$ cat src/rtl/morse_pkg.sv
// Shared definitions for the Morse keyer: state encoding, element/gap lengths in
// time units, and the default character length.
package morse_pkg;

    typedef enum logic [1:0] {
        IDLE       = 2'd0,
        MARK       = 2'd1,
        SPACE      = 2'd2,
        LETTER_GAP = 2'd3
    } state_e;

    localparam int DEFAULT_MAX_LEN = 5;
    localparam int LEN_W           = 3;

    localparam logic [1:0] DOT_UNITS        = 2'd1;
    localparam logic [1:0] DASH_UNITS       = 2'd3;
    localparam logic [1:0] ELEM_GAP_UNITS   = 2'd1;
    localparam logic [1:0] LETTER_GAP_UNITS = 2'd3;

    function automatic logic [1:0] mark_units(input logic is_dash);
        return is_dash ? DASH_UNITS : DOT_UNITS;
    endfunction

endpackage

$ cat src/rtl/morse_unit_timer.sv
// Free-running Morse time-unit divider: counts 0..UNIT_CYCLES-1 and flags the
// terminal count; CLEAR restarts the unit so each phase begins on a boundary.
module morse_unit_timer #(
    parameter int UNIT_CYCLES = 5_000_000
) (
    input  logic CLK,
    input  logic RESET,
    input  logic CLEAR,
    output logic TICK
);

    localparam int                CNT_W    = $clog2(UNIT_CYCLES + 1);
    localparam logic [CNT_W-1:0]  TERMINAL = CNT_W'(UNIT_CYCLES - 1);

    logic [CNT_W-1:0] cnt_q;
    logic [CNT_W-1:0] cnt_d;

    always_comb begin
        if (CLEAR || (cnt_q == TERMINAL)) begin
            cnt_d = '0;
        end else begin
            cnt_d = cnt_q + CNT_W'(1);
        end
    end

    always_ff @(posedge CLK) begin
        if (RESET) begin
            cnt_q <= '0;
        end else begin
            cnt_q <= cnt_d;
        end
    end

    // With UNIT_CYCLES=1 the counter is pinned at zero, so this fires every cycle.
    assign TICK = (cnt_q == TERMINAL);

endmodule

$ cat src/rtl/morse_symbol_keyer.sv
// Morse keyer: latches one character (dot/dash pattern + length) on START and
// keys it out with 1/3-unit marks, 1-unit element gaps and a 3-unit letter gap.
module morse_symbol_keyer
    import morse_pkg::*;
#(
    parameter int UNIT_CYCLES = 5_000_000,
    parameter int MAX_LEN     = DEFAULT_MAX_LEN
) (
    input  logic               CLK,
    input  logic               RESET,
    input  logic               START,
    input  logic [MAX_LEN-1:0] PATTERN,
    input  logic [2:0]         LENGTH,
    output logic               READY,
    output logic               MORSE_OUT,
    output logic               DONE
);

    localparam logic [LEN_W-1:0] MAX_LEN_V = LEN_W'(MAX_LEN);

    state_e             state_q, state_d;
    logic [MAX_LEN-1:0] pattern_q, pattern_d;
    logic [LEN_W-1:0]   len_q, len_d;
    logic [LEN_W-1:0]   idx_q, idx_d;
    logic [1:0]         unit_q, unit_d;
    logic               ready_q, ready_d;
    logic               morse_q, morse_d;
    logic               done_q, done_d;

    logic               timer_clear;
    logic               tick;
    logic [1:0]         phase_units;
    logic               phase_done;
    logic               length_ok;

    morse_unit_timer #(
        .UNIT_CYCLES(UNIT_CYCLES)
    ) u_timer (
        .CLK  (CLK),
        .RESET(RESET),
        .CLEAR(timer_clear),
        .TICK (tick)
    );

    always_comb begin
        case (state_q)
            MARK:    phase_units = mark_units(pattern_q[idx_q]);
            SPACE:   phase_units = ELEM_GAP_UNITS;
            default: phase_units = LETTER_GAP_UNITS;
        endcase
    end

    assign phase_done = tick && (unit_q == (phase_units - 2'd1));
    assign length_ok  = (LENGTH != '0) && (LENGTH <= MAX_LEN_V);

    always_comb begin
        state_d     = state_q;
        pattern_d   = pattern_q;
        len_d       = len_q;
        idx_d       = idx_q;
        unit_d      = unit_q;
        ready_d     = ready_q;
        morse_d     = morse_q;
        done_d      = 1'b0;
        timer_clear = 1'b0;

        // Outside IDLE, ticks that do not finish the phase just advance the unit count.
        if ((state_q != IDLE) && tick && !phase_done) begin
            unit_d = unit_q + 2'd1;
        end

        case (state_q)
            IDLE: begin
                timer_clear = 1'b1;
                unit_d      = '0;
                if (START && length_ok) begin
                    pattern_d = PATTERN;
                    len_d     = LENGTH;
                    idx_d     = '0;
                    state_d   = MARK;
                    morse_d   = 1'b1;
                    ready_d   = 1'b0;
                end
            end
            MARK: begin
                if (phase_done) begin
                    timer_clear = 1'b1;
                    unit_d      = '0;
                    morse_d     = 1'b0;
                    state_d     = (idx_q == (len_q - 3'd1)) ? LETTER_GAP : SPACE;
                end
            end
            SPACE: begin
                if (phase_done) begin
                    timer_clear = 1'b1;
                    unit_d      = '0;
                    idx_d       = idx_q + 3'd1;
                    morse_d     = 1'b1;
                    state_d     = MARK;
                end
            end
            LETTER_GAP: begin
                if (phase_done) begin
                    timer_clear = 1'b1;
                    unit_d      = '0;
                    ready_d     = 1'b1;
                    done_d      = 1'b1;
                    state_d     = IDLE;
                end
            end
            default: begin
                state_d = IDLE;
            end
        endcase
    end

    // The latched character is pure data and is only consumed after a legal START.
    always_ff @(posedge CLK) begin
        pattern_q <= pattern_d;
        len_q     <= len_d;
        if (RESET) begin
            state_q <= IDLE;
            idx_q   <= '0;
            unit_q  <= '0;
            ready_q <= 1'b1;
            morse_q <= 1'b0;
            done_q  <= 1'b0;
        end else begin
            state_q <= state_d;
            idx_q   <= idx_d;
            unit_q  <= unit_d;
            ready_q <= ready_d;
            morse_q <= morse_d;
            done_q  <= done_d;
        end
    end

    assign READY     = ready_q;
    assign MORSE_OUT = morse_q;
    assign DONE      = done_q;

endmodule

$ cat config.mk
export PLATFORM = sky130hd
export DESIGN_NAME = morse_symbol_keyer
export DESIGN_NICKNAME = d
export VERILOG_FILES = /design/src/rtl/morse_pkg.sv /design/src/rtl/morse_unit_timer.sv /design/src/rtl/morse_symbol_keyer.sv
export SDC_FILE = /design/constraint.sdc
export NUM_CORES = 1
export LEC_CHECK = 0
export BUFFER_PORTS_ARGS = -buffer_cell sky130_fd_sc_hd__buf_2
export CORE_MARGIN = 5
export CORE_UTILIZATION = 41
export CTS_CLUSTER_DIAMETER = 200
export DETAILED_ROUTE_END_ITERATION = 12
export SETUP_SLACK_MARGIN = 0.15
export SLEW_MARGIN = 20
export SYNTH_ARGS = -nofsm -noshare
export SYNTH_HDL_FRONTEND = slang
export SYNTH_HIERARCHICAL = 1
export SYNTH_SLANG_ARGS = --single-unit
$ cat constraint.sdc
create_clock -name CLK -period 2.89 [get_ports CLK]
set_clock_uncertainty 0.05 [all_clocks]
set_input_delay 0.1445 -clock CLK [delete_from_list [all_inputs] [get_ports CLK]]
set_output_delay 0.1445 -clock CLK [all_outputs]
set_load 0.01 [all_outputs]
==> impl_metrics.env, run 1 <==
export IMPL_hold_class="in -> reg"
export IMPL_synth_lib_cells_used_distinct=45
export IMPL_routedWlPerCell_um=13.3
export IMPL_clock_latency_ps=290
export IMPL_rsz0062_at_grt="no"
export IMPL_chipHeight_um=80.7
export IMPL_ctsLongestPathBuffers=2
export IMPL_mostFrequentLayoutCell="sky130_fd_sc_hd__dfxtp_1"
export IMPL_max_cap_viol_count=0
export IMPL_timing_final_max_slew_violations=0
export IMPL_postSynthCellCount=224
export IMPL_hold_ws_ps=9.45
export IMPL_holdPathStages=1
export IMPL_h_tree_lvl_count=2
export IMPL_register_area_um2=901
export IMPL_cell_depth_of_the_worst_flop_to_flop_path=9
export IMPL_post_synth_top_area_cell="sky130_fd_sc_hd__dfxtp_1"
export IMPL_post_route_cells_drive_above_1_share=0.143
export IMPL_antennaDiodeCount=0
export IMPL_area_of_the_multi_input_gates_mm2=0.00104
export IMPL_critPathRequiredTime_ps=3020
export IMPL_leakage_nw=0.750
export IMPL_timing_slew_headroom=0.591
export IMPL_timing_final_setup_violations=0
export IMPL_final_setup_tns_ps=0
export IMPL_post_route_period_util=0.858
export IMPL_synth_simple_gate_area_share=0.249
export IMPL_cts_sink_count=41
export IMPL_synth_flop_cell="sky130_fd_sc_hd__dfxtp_1"
export IMPL_result_of_the_run="finished, final reports clean"
export IMPL_synth_top_family_by_area="simple AND/OR/NAND/NOR gates"
export IMPL_critical_path_class="reg -> reg"
export IMPL_syn_area_mm2=0.00205
export IMPL_synth_top_cells_by_area="sky130_fd_sc_hd__dfxtp_1, sky130_fd_sc_hd__edfxtp_1, sky130_fd_sc_hd__xnor2_1, sky130_fd_sc_hd__nor2_1, sky130_fd_sc_hd__nand4_1"
export IMPL_layout_nets=257
export IMPL_post_synth_xor_area_fraction=0.0898
export IMPL_ys_seq_elements=41
export IMPL_grt_first_pass_wirelength_um=6910
export IMPL_grt_start_max_net_pins=24
export IMPL_muxShareOfSynthArea=0.0122
export IMPL_detailed_place_hpwl_um=2810
export IMPL_postCtsSetupRepairBufs=0
export IMPL_cts_tree="yes"
export IMPL_finalWorstPathRequiredPeriod_ps=2480
export IMPL_grt_util_all_layers=0.137
export IMPL_worst_setup_hold_path_clk_slew_ps=90
export IMPL_synth_area_per_cell_um2=9.14
export IMPL_initial_antenna_violation_count=0
export IMPL_design_die_area_mm2=0.00651
export IMPL_numPortBuffers=13
export IMPL_final_cells=311
export IMPL_nature_of_the_critical_path_endpoint="flop"
export IMPL_final_cell_mix="sky130_fd_sc_hd__dfxtp_1, sky130_fd_sc_hd__nor2_1, sky130_fd_sc_hd__xnor2_1"
export IMPL_ys_warnings_count=6
export IMPL_placement_setup_worst_slack_ps=401
export IMPL_area_inside_the_core_boundary_mm2=0.00479
export IMPL_netlist_area_leader_share=0.323
export IMPL_synth_compound_gate_area_share=0.137
export IMPL_gpl_final_weighted_congestion=0.777
export IMPL_clock_tree_root_cell="sky130_fd_sc_hd__clkbuf_8"
export IMPL_die_w_um=80.7
export IMPL_power_per_cell_area_mw_per_mm2=516
export IMPL_nFillCells=473
export IMPL_postRouteWirelength_um=4120
export IMPL_ys_seq_area_frac=0.440
export IMPL_async_flop_share=0
export IMPL_drt_pre_antenna_iters=4
export IMPL_ioPinCount=14
export IMPL_drtAntennaViolNets=0
export IMPL_grt_ovfl_total=0
export IMPL_detailedRoute_firstIterationViolations=79
export IMPL_synth_nets=238
export IMPL_synthToLayoutAreaGrowth_pct=15.1
export IMPL_timing_final_hold_violations=0
export IMPL_actual_slew_at_the_worst_max_slew_pin_ps=608
export IMPL_vias=1650
export IMPL_cp_max_fo=23
export IMPL_critPathArrivalTime_ps=2610
export IMPL_start_util=0.428
export IMPL_row_count=25
export IMPL_cts_buffers_inserted=5
export IMPL_totalPowerFinal_mw=1.22
export IMPL_grt_pass1_vias=1500
export IMPL_synth_enable_flop_cells=8
export IMPL_max_freq_mhz=403
export IMPL_worst_setup_path_start_kind="flop"
export IMPL_vdd_ir_drop_max_uv=410
export IMPL_detail_route_vias_per_cell=5.31
export IMPL_dp_cells=296
export IMPL_setup_slack_ps=410
export IMPL_remaining_drc_errors=0
export IMPL_synth_adder_area_share=0.0183
-- area by class of cell --
type	count	share of cell area
clock buffers	5	0.0292
clock inverters	3	0.0276
inverters	13	0.0207
multi-input cells	160	0.441
flip-flops and latches	41	0.382
well taps	67	0.0356
repair buffers	22	0.0637
-- cells by family after synthesis --
logic type,Yosys count
and+or+nand+nor,95
buffers and inverters,23
xor gates and xnor gates,21
adders and majority gates,3
DFF,41
AOI/OAI and AO/OA,39
muxes,2
-- final timing paths --
check	endpoint	slack, ps	startpoint
max reg2reg	u_timer/cnt_q[3]$_SDFF_PP0_	410	u_timer/cnt_q[8]$_SDFF_PP0_
max	u_timer/cnt_q[3]$_SDFF_PP0_	410	u_timer/cnt_q[8]$_SDFF_PP0_
min	len_q[2]$_DFFE_PP_	9	LENGTH[2]
min reg2reg	READY$_SDFFE_PP1P_	420	READY$_SDFFE_PP1P_
-- registers in the layout, indices dropped and copies added (netlist names) --
register	flops
u_timer/cnt_q	23
pattern_q	5
idx_q	3
len_q	3
state_q	2
unit_q	2
DONE	1
MORSE_OUT	1
READY	1
-- worst max-delay path: stages, from the launching register on --
cell and delay [ps]:
sky130_fd_sc_hd__dfxtp_1 450, sky130_fd_sc_hd__nand4_1 130, sky130_fd_sc_hd__or4b_1 560, sky130_fd_sc_hd__nor2_2 190
sky130_fd_sc_hd__nand2b_1 180, sky130_fd_sc_hd__o32ai_1 300, sky130_fd_sc_hd__nor2_1 70, sky130_fd_sc_hd__o21ai_1 70
sky130_fd_sc_hd__buf_4 270, sky130_fd_sc_hd__nor2_1 80
-- through the flow --
step	utilization	cell area (um2)
final	0.493	2360
after global routing	0.493	2360
after CTS	0.490	2340
after detailed placement	0.449	2150
after global placement	0.449	2150
after floorplan	-	2050
-- synthesized netlist by cell type, drive strengths merged (2+ instances only) --
library cell and number:
edfxtp 8, nand2 13, buf 7, nor2 25, xnor2 16, a211oi 4
and3 4, nor4 7, o32ai 3, or3 3, a311oi 2, ha 3
nand2b 5, o31ai 2, xor2 5, clkbuf 3, o21ai 7, a31o 2
nor3 9, or4 6, dfxtp 33, nand3 9, a21oi 14, inv 13
nand4 11
-- routing by layer --
layer  wire length (um)  vias to the layer above  track usage
li1                   -                      847            -
met1               1870                      754        0.168
met2               1980                       39        0.220
met3                184                       10       0.0404
met4                 87                        0       0.0591
met5                  0                        -            0
-- timing repair --
action	CTS	global route
endpoints found under the setup margin	0	23
gates resized for setup	0	1
hold buffers	6	1
endpoints found under the hold margin	6	1
-- power by group --
group	internal [mW]	leakage, nW	switching, mW
Clock	0.343	0.0681	0.204
Sequential	0.596	0.342	0.00827
Combinational	0.0308	0.340	0.0345
Total	0.970	0.750	0.247
Note: power is estimated with default switching activity, not from simulation.
==> inputs of run 2 (changes only) <==
PLACE_DENSITY = 0.59   (was default)
==> run 2 against run 1 <==
  * Global-route usage decreased by 0.15 points
  * Flip-flop and latch count unchanged
  * Combinational power increased by 1%
  * Worst setup slack improved by 36 ps
  * Hold slack improved by 12 ps
  * Maximum frequency increased by 1.5%
  * Clock-buffer cell count increased by 2
  * Die area unchanged
  * Non-clock buffer count decreased by 2
  * Utilization decreased by 0.71 points
  * Largest cell class unchanged
  * Largest power group unchanged
==> impl_metrics.env, run 2 (same netlist as run 1, synthesis figures left out) <==
export IMPL_result_of_the_run="finished, final reports clean"
export IMPL_registers_with_the_most_flip_flops="u_timer/cnt_q (23), pattern_q (5)"
export IMPL_holdPathStages=1
export IMPL_rsz0062_at_grt="no"
export IMPL_clock_tree_root_cell="sky130_fd_sc_hd__clkbuf_8"
export IMPL_final_area_mm2=0.00232
export IMPL_row_count=25
export IMPL_drtAntennaViolNets=0
export IMPL_timing_reg2reg_setup_slack_ps=450
export IMPL_cts_sink_count=41
export IMPL_antennaDiodeCount=0
export IMPL_chipHeight_um=80.7
export IMPL_detailed_place_hpwl_um=2910
export IMPL_detailedRoute_firstIterationViolations=76
export IMPL_regMostFlops="u_timer/cnt_q"
export IMPL_layout_nets=255
export IMPL_critical_path_class="reg -> reg"
export IMPL_cts_tree="yes"
export IMPL_worstReg2RegStart="u_timer/cnt_q[8]$_SDFF_PP0_"
export IMPL_power_per_cell_area_mw_per_mm2=490
export IMPL_design_die_area_mm2=0.00651
export IMPL_nature_of_the_critical_path_endpoint="flop"
export IMPL_final_setup_tns_ps=0
export IMPL_grt_first_pass_wirelength_um=6970
export IMPL_hold_class="in -> reg"
export IMPL_gpl_final_weighted_congestion=0.784
export IMPL_cell_depth_of_the_worst_flop_to_flop_path=9
export IMPL_hold_ws_ps=21.1
export IMPL_numPortBuffers=13
export IMPL_timing_final_setup_violations=0
export IMPL_cts_buffers_inserted=5
export IMPL_totalPowerFinal_mw=1.14
export IMPL_vdd_ir_drop_max_uv=255
export IMPL_routedWlPerCell_um=13.3
export IMPL_h_tree_lvl_count=2
export IMPL_synthToLayoutAreaGrowth_pct=13.4
export IMPL_hold_path_startpoint="LENGTH[1]"
export IMPL_timing_final_max_slew_violations=0
export IMPL_nFillCells=481
export IMPL_worst_setup_hold_path_clk_slew_ps=80
export IMPL_timing_rr_end="u_timer/cnt_q[20]$_SDFF_PP0_"
export IMPL_ioPinCount=14
export IMPL_critPathArrivalTime_ps=2560
export IMPL_register_area_um2=901
export IMPL_timing_final_hold_violations=0
export IMPL_finalWorstPathRequiredPeriod_ps=2440
export IMPL_timing_slew_headroom=0.583
export IMPL_max_freq_mhz=409
export IMPL_largest_register_ff_count=23
export IMPL_placedInstanceArea_mm2=0.00214
export IMPL_initial_antenna_violation_count=0
export IMPL_drt_pre_antenna_iters=4
export IMPL_vias=1646
export IMPL_area_inside_the_core_boundary_mm2=0.00479
export IMPL_start_util=0.428
export IMPL_area_of_the_multi_input_gates_mm2=0.00104
export IMPL_final_cell_mix="sky130_fd_sc_hd__dfxtp_1, sky130_fd_sc_hd__nor2_1, sky130_fd_sc_hd__xnor2_1"
export IMPL_grt_pass1_vias=1566
export IMPL_grt_ovfl_total=0
export IMPL_cp_max_fo=23
export IMPL_grt_start_max_net_pins=24
export IMPL_post_route_cells_drive_above_1_share=0.132
export IMPL_leakage_nw=0.732
export IMPL_die_w_um=80.7
export IMPL_remaining_drc_errors=0
export IMPL_worst_setup_path_start_kind="flop"
export IMPL_actual_slew_at_the_worst_max_slew_pin_ps=619
export IMPL_grt_util_all_layers=0.135
export IMPL_post_route_period_util=0.846
export IMPL_ctsLongestPathBuffers=2
export IMPL_mostFrequentLayoutCell="sky130_fd_sc_hd__dfxtp_1"
export IMPL_max_cap_viol_count=0
export IMPL_postRouteWirelength_um=4120
export IMPL_critPathRequiredTime_ps=3010
export IMPL_clock_latency_ps=280
export IMPL_detail_route_vias_per_cell=5.33
export IMPL_hold_path_endpoint="len_q[1]$_DFFE_PP_"
## run 2: cell count changes in the layout (fill, tap and decap cells not counted)
cell,previous run,this run
sky130_fd_sc_hd__nor2_2,2,1
sky130_fd_sc_hd__buf_6,0,1
sky130_fd_sc_hd__clkbuf_1,0,1
sky130_fd_sc_hd__clkbuf_8,5,6
sky130_fd_sc_hd__dlygate4sd3_1,7,6
sky130_fd_sc_hd__bufinv_16,2,1
sky130_fd_sc_hd__nor2_1,23,24
sky130_fd_sc_hd__buf_4,2,0
sky130_fd_sc_hd__clkinv_2,1,0
## run 2: worst max-delay path, stage by stage (launching register included)
cell	delay [ps]
sky130_fd_sc_hd__dfxtp_1	440
sky130_fd_sc_hd__nand4_1	130
sky130_fd_sc_hd__or4b_1	540
sky130_fd_sc_hd__nor2_1	230
sky130_fd_sc_hd__nand2b_1	180
sky130_fd_sc_hd__o32ai_1	300
sky130_fd_sc_hd__nor2_1	80
sky130_fd_sc_hd__o21ai_1	90
sky130_fd_sc_hd__buf_6	220
sky130_fd_sc_hd__a21oi_1	70
## run 2: metal layers
layer	GRT usage	part of all wire	vias to the layer above
met5	0	0	-
met4	0.0422	0.011	0
met3	0.0303	0.033	4
met2	0.233	0.47	30
met1	0.166	0.49	771
li1	-	-	841
## run 2: how the worst max path moves through the flow
stage	start	end
final	u_timer/cnt_q[8]$_SDFF_PP0_	u_timer/cnt_q[20]$_SDFF_PP0_
after global routing	u_timer/cnt_q[8]$_SDFF_PP0_	u_timer/cnt_q[8]$_SDFF_PP0_
after CTS	u_timer/cnt_q[8]$_SDFF_PP0_	u_timer/cnt_q[12]$_SDFF_PP0_
after detailed placement	u_timer/cnt_q[8]$_SDFF_PP0_	u_timer/cnt_q[4]$_SDFF_PP0_
after global placement	u_timer/cnt_q[8]$_SDFF_PP0_	u_timer/cnt_q[21]$_SDFF_PP0_
after floorplan	u_timer/cnt_q[9]$_SDFF_PP0_	u_timer/cnt_q[18]$_SDFF_PP0_
## run 2: metrics by stage
| step | std cells | setup slack [ps] | utilization |
|---|---|---|---|
| final | 309 | 445 | 0.485 |
| after global routing | 309 | 176 | 0.485 |
| after CTS | 308 | 370 | 0.483 |
| after detailed placement | 295 | 382 | 0.448 |
| after global placement | 295 | 429 | 0.448 |
| after floorplan | 224 | 624 | - |
## run 2: layout make-up
cell class                 count  share of cell area
clock inverter                 1              0.0129
timing repair buffer          20              0.0587
inverter                      13              0.0210
sequential                    41               0.388
tap                           67              0.0361
multi-input combinational    160               0.446
clock buffer                   7              0.0372
## run 2: report_power, final
group | internal [mW] | switching [mW] | leakage (nW) | total (mW)
sequential | 0.596 | 0.00858 | 0.342 | 0.604
combinational | 0.0304 | 0.0355 | 0.332 | 0.0659
clock | 0.282 | 0.186 | 0.0585 | 0.468
total | 0.908 | 0.230 | 0.732 | 1.14
## run 2: timing repair
item,in CTS,in global routing
hold buffers,5,1
setup endpoints to repair,0,20
gates resized for setup,0,1
hold endpoints to repair,5,1
buffers inserted,0,0
==> inputs of run 3 (changes only) <==
clock period = 2.5 ns   (was 2.89 ns; I/O delays follow)
==> run 3 against run 2 <==
  * Flip-flop and latch count unchanged
  * Maximum frequency up 6.7%
  * Critical path depth unchanged
  * Global-route usage up 0.69 points
  * Wire length up 3.2%
  * Critical endpoint is now u_timer/cnt_q[18]$_SDFF_PP0_
  * First-iteration DRC count up 28%
==> impl_metrics.env, run 3 (same netlist as run 1, synthesis figures left out) <==
export IMPL_result_of_the_run="finished, final reports clean"
export IMPL_top_usage_layer="met2"
export IMPL_critical_path_max_stage_delay_ps=490
export IMPL_row_count=25
export IMPL_initial_antenna_violation_count=0
export IMPL_clock_latency_ps=300
export IMPL_nature_of_the_critical_path_endpoint="flop"
export IMPL_global_route_usage_met1=0.167
export IMPL_actual_slew_at_the_worst_max_slew_pin_ps=692
export IMPL_critical_path_class="reg -> reg"
export IMPL_timing_slew_headroom=0.534
export IMPL_cp_max_fo=23
export IMPL_grt_ovfl_total=0
export IMPL_detailedRoute_firstIterationViolations=97
export IMPL_largest_register_ff_count=23
export IMPL_critPathRequiredTime_ps=2630
export IMPL_max_freq_mhz=436
export IMPL_critical_path_slowest_cell="sky130_fd_sc_hd__or4b_4"
export IMPL_drt_pre_antenna_iters=4
export IMPL_final_setup_tns_ps=0
export IMPL_chipHeight_um=80.7
export IMPL_finalWorstPathRequiredPeriod_ps=2290
export IMPL_vias=1703
export IMPL_ioPinCount=14
export IMPL_registers_with_the_most_flip_flops="u_timer/cnt_q (23), pattern_q (5)"
export IMPL_nFillCells=472
export IMPL_worst_setup_path_start_kind="flop"
export IMPL_area_of_the_multi_input_gates_mm2=0.00106
export IMPL_grt_start_max_net_pins=24
export IMPL_clock_tree_root_cell="sky130_fd_sc_hd__clkbuf_8"
export IMPL_worst_setup_hold_path_clk_slew_ps=80
export IMPL_critPathArrivalTime_ps=2420
export IMPL_power_per_cell_area_mw_per_mm2=536
export IMPL_grt_pass1_vias=1546
export IMPL_final_cell_mix="sky130_fd_sc_hd__dfxtp_1, sky130_fd_sc_hd__nor2_1, sky130_fd_sc_hd__xnor2_1"
export IMPL_vdd_ir_drop_max_uv=374
export IMPL_grt_util_all_layers=0.142
export IMPL_numPortBuffers=13
export IMPL_ctsLongestPathBuffers=2
export IMPL_synthToLayoutAreaGrowth_pct=19.0
export IMPL_design_die_area_mm2=0.00651
export IMPL_cts_tree="yes"
export IMPL_final_area_mm2=0.00244
export IMPL_regMostFlops="u_timer/cnt_q"
export IMPL_hold_class="in -> reg"
export IMPL_mostFrequentLayoutCell="sky130_fd_sc_hd__dfxtp_1"
export IMPL_start_util=0.428
export IMPL_critical_path_buf_inv_count=1
export IMPL_cts_sink_count=41
export IMPL_remaining_drc_errors=0
export IMPL_detail_route_vias_per_cell=5.32
export IMPL_leakage_nw=0.788
export IMPL_die_w_um=80.7
export IMPL_post_route_cells_drive_above_1_share=0.174
export IMPL_timing_final_setup_violations=0
export IMPL_grt_first_pass_wirelength_um=7070
export IMPL_totalPowerFinal_mw=1.31
export IMPL_critical_path_top_delay_family="simple AND/OR/NAND/NOR gates"
export IMPL_placedInstanceArea_mm2=0.00220
export IMPL_detailed_place_hpwl_um=2970
export IMPL_gpl_final_weighted_congestion=0.814
export IMPL_hold_ws_ps=115
export IMPL_timing_final_hold_violations=0
export IMPL_routedWlPerCell_um=13.3
export IMPL_h_tree_lvl_count=2
export IMPL_drtAntennaViolNets=0
export IMPL_met2_usage=0.235
export IMPL_post_route_period_util=0.917
export IMPL_cts_buffers_inserted=5
export IMPL_antennaDiodeCount=0
export IMPL_rsz0062_at_grt="no"
export IMPL_cp_cell_sequence="and3_1 > or4b_4 > nor2_4 > nand2b_4 > o32ai_1 > nor2_1 > o21ai_1 > buf_12 > a21oi_1"
export IMPL_register_area_um2=901
export IMPL_postRouteWirelength_um=4250
export IMPL_timing_final_max_slew_violations=0
export IMPL_area_inside_the_core_boundary_mm2=0.00479
export IMPL_max_cap_viol_count=0
export IMPL_layout_nets=266
export IMPL_grt_util_met3=0.0336
## run 3: changes by cell type in the layout (fill, tap and decap cells not counted), sizes merged
cell	before	now
clkinv	0	1
dlygate4sd3	6	8
clkbuf	7	6
buf	14	23
## run 3: where the power goes
part	switching (mW)	total, mW	internal (mW)	leakage, nW
registers	0.00996	0.699	0.689	0.342
clock network	0.229	0.524	0.295	0.0528
logic	0.0428	0.0842	0.0413	0.393
total	0.282	1.31	1.02	0.788
## run 3: layout make-up
cell class              instances  share of cell area
clock buffers                   6              0.0298
clock inverters                 2              0.0139
inverters                      13              0.0200
multi-input cells             160               0.437
flip-flops and latches         41               0.370
well taps                      67              0.0344
repair buffers                 31              0.0955
## run 3: metrics by stage
stage / std cells / setup slack, ps / util
final: 320 / 208 / 0.509
after global routing: 320 / 88.3 / 0.509
after CTS: 317 / 171 / 0.499
after detailed placement: 301 / 193 / 0.460
after global placement: 301 / 229 / 0.460
after floorplan: 224 / 234 / -
## run 3: worst paths after layout
path	start	cells after the start	slack [ps]	to
max	u_timer/cnt_q[18]$_SDFF_PP0_	9	210	u_timer/cnt_q[18]$_SDFF_PP0_
min	RESET	2	110	idx_q[1]$_SDFFE_PP0P_
max reg2reg	u_timer/cnt_q[18]$_SDFF_PP0_	9	210	u_timer/cnt_q[18]$_SDFF_PP0_
min reg2reg	READY$_SDFFE_PP1P_	2	440	READY$_SDFFE_PP1P_
## run 3: what timing repair did
action                                 4_1_cts  5_1_grt
setup endpoints to repair                    0       28
gates resized for setup                      0        6
hold buffers                                 8        0
endpoints found under the hold margin        8        0
setup buffers                                0        3
## run 3: per-layer routing
layer  wire length, um  up-vias
met5                 0        -
met2              2080       25
met3               141       13
li1                  -      865
met4               126        0
met1              1900      800
## run 3: worst register-to-register path, delay by kind of cell (launching register included)
kind / cells / cell delay [ps]
flops: 1 / 370
buf+inv: 1 / 200
compound gates: 3 / 520
simple gates: 5 / 1050
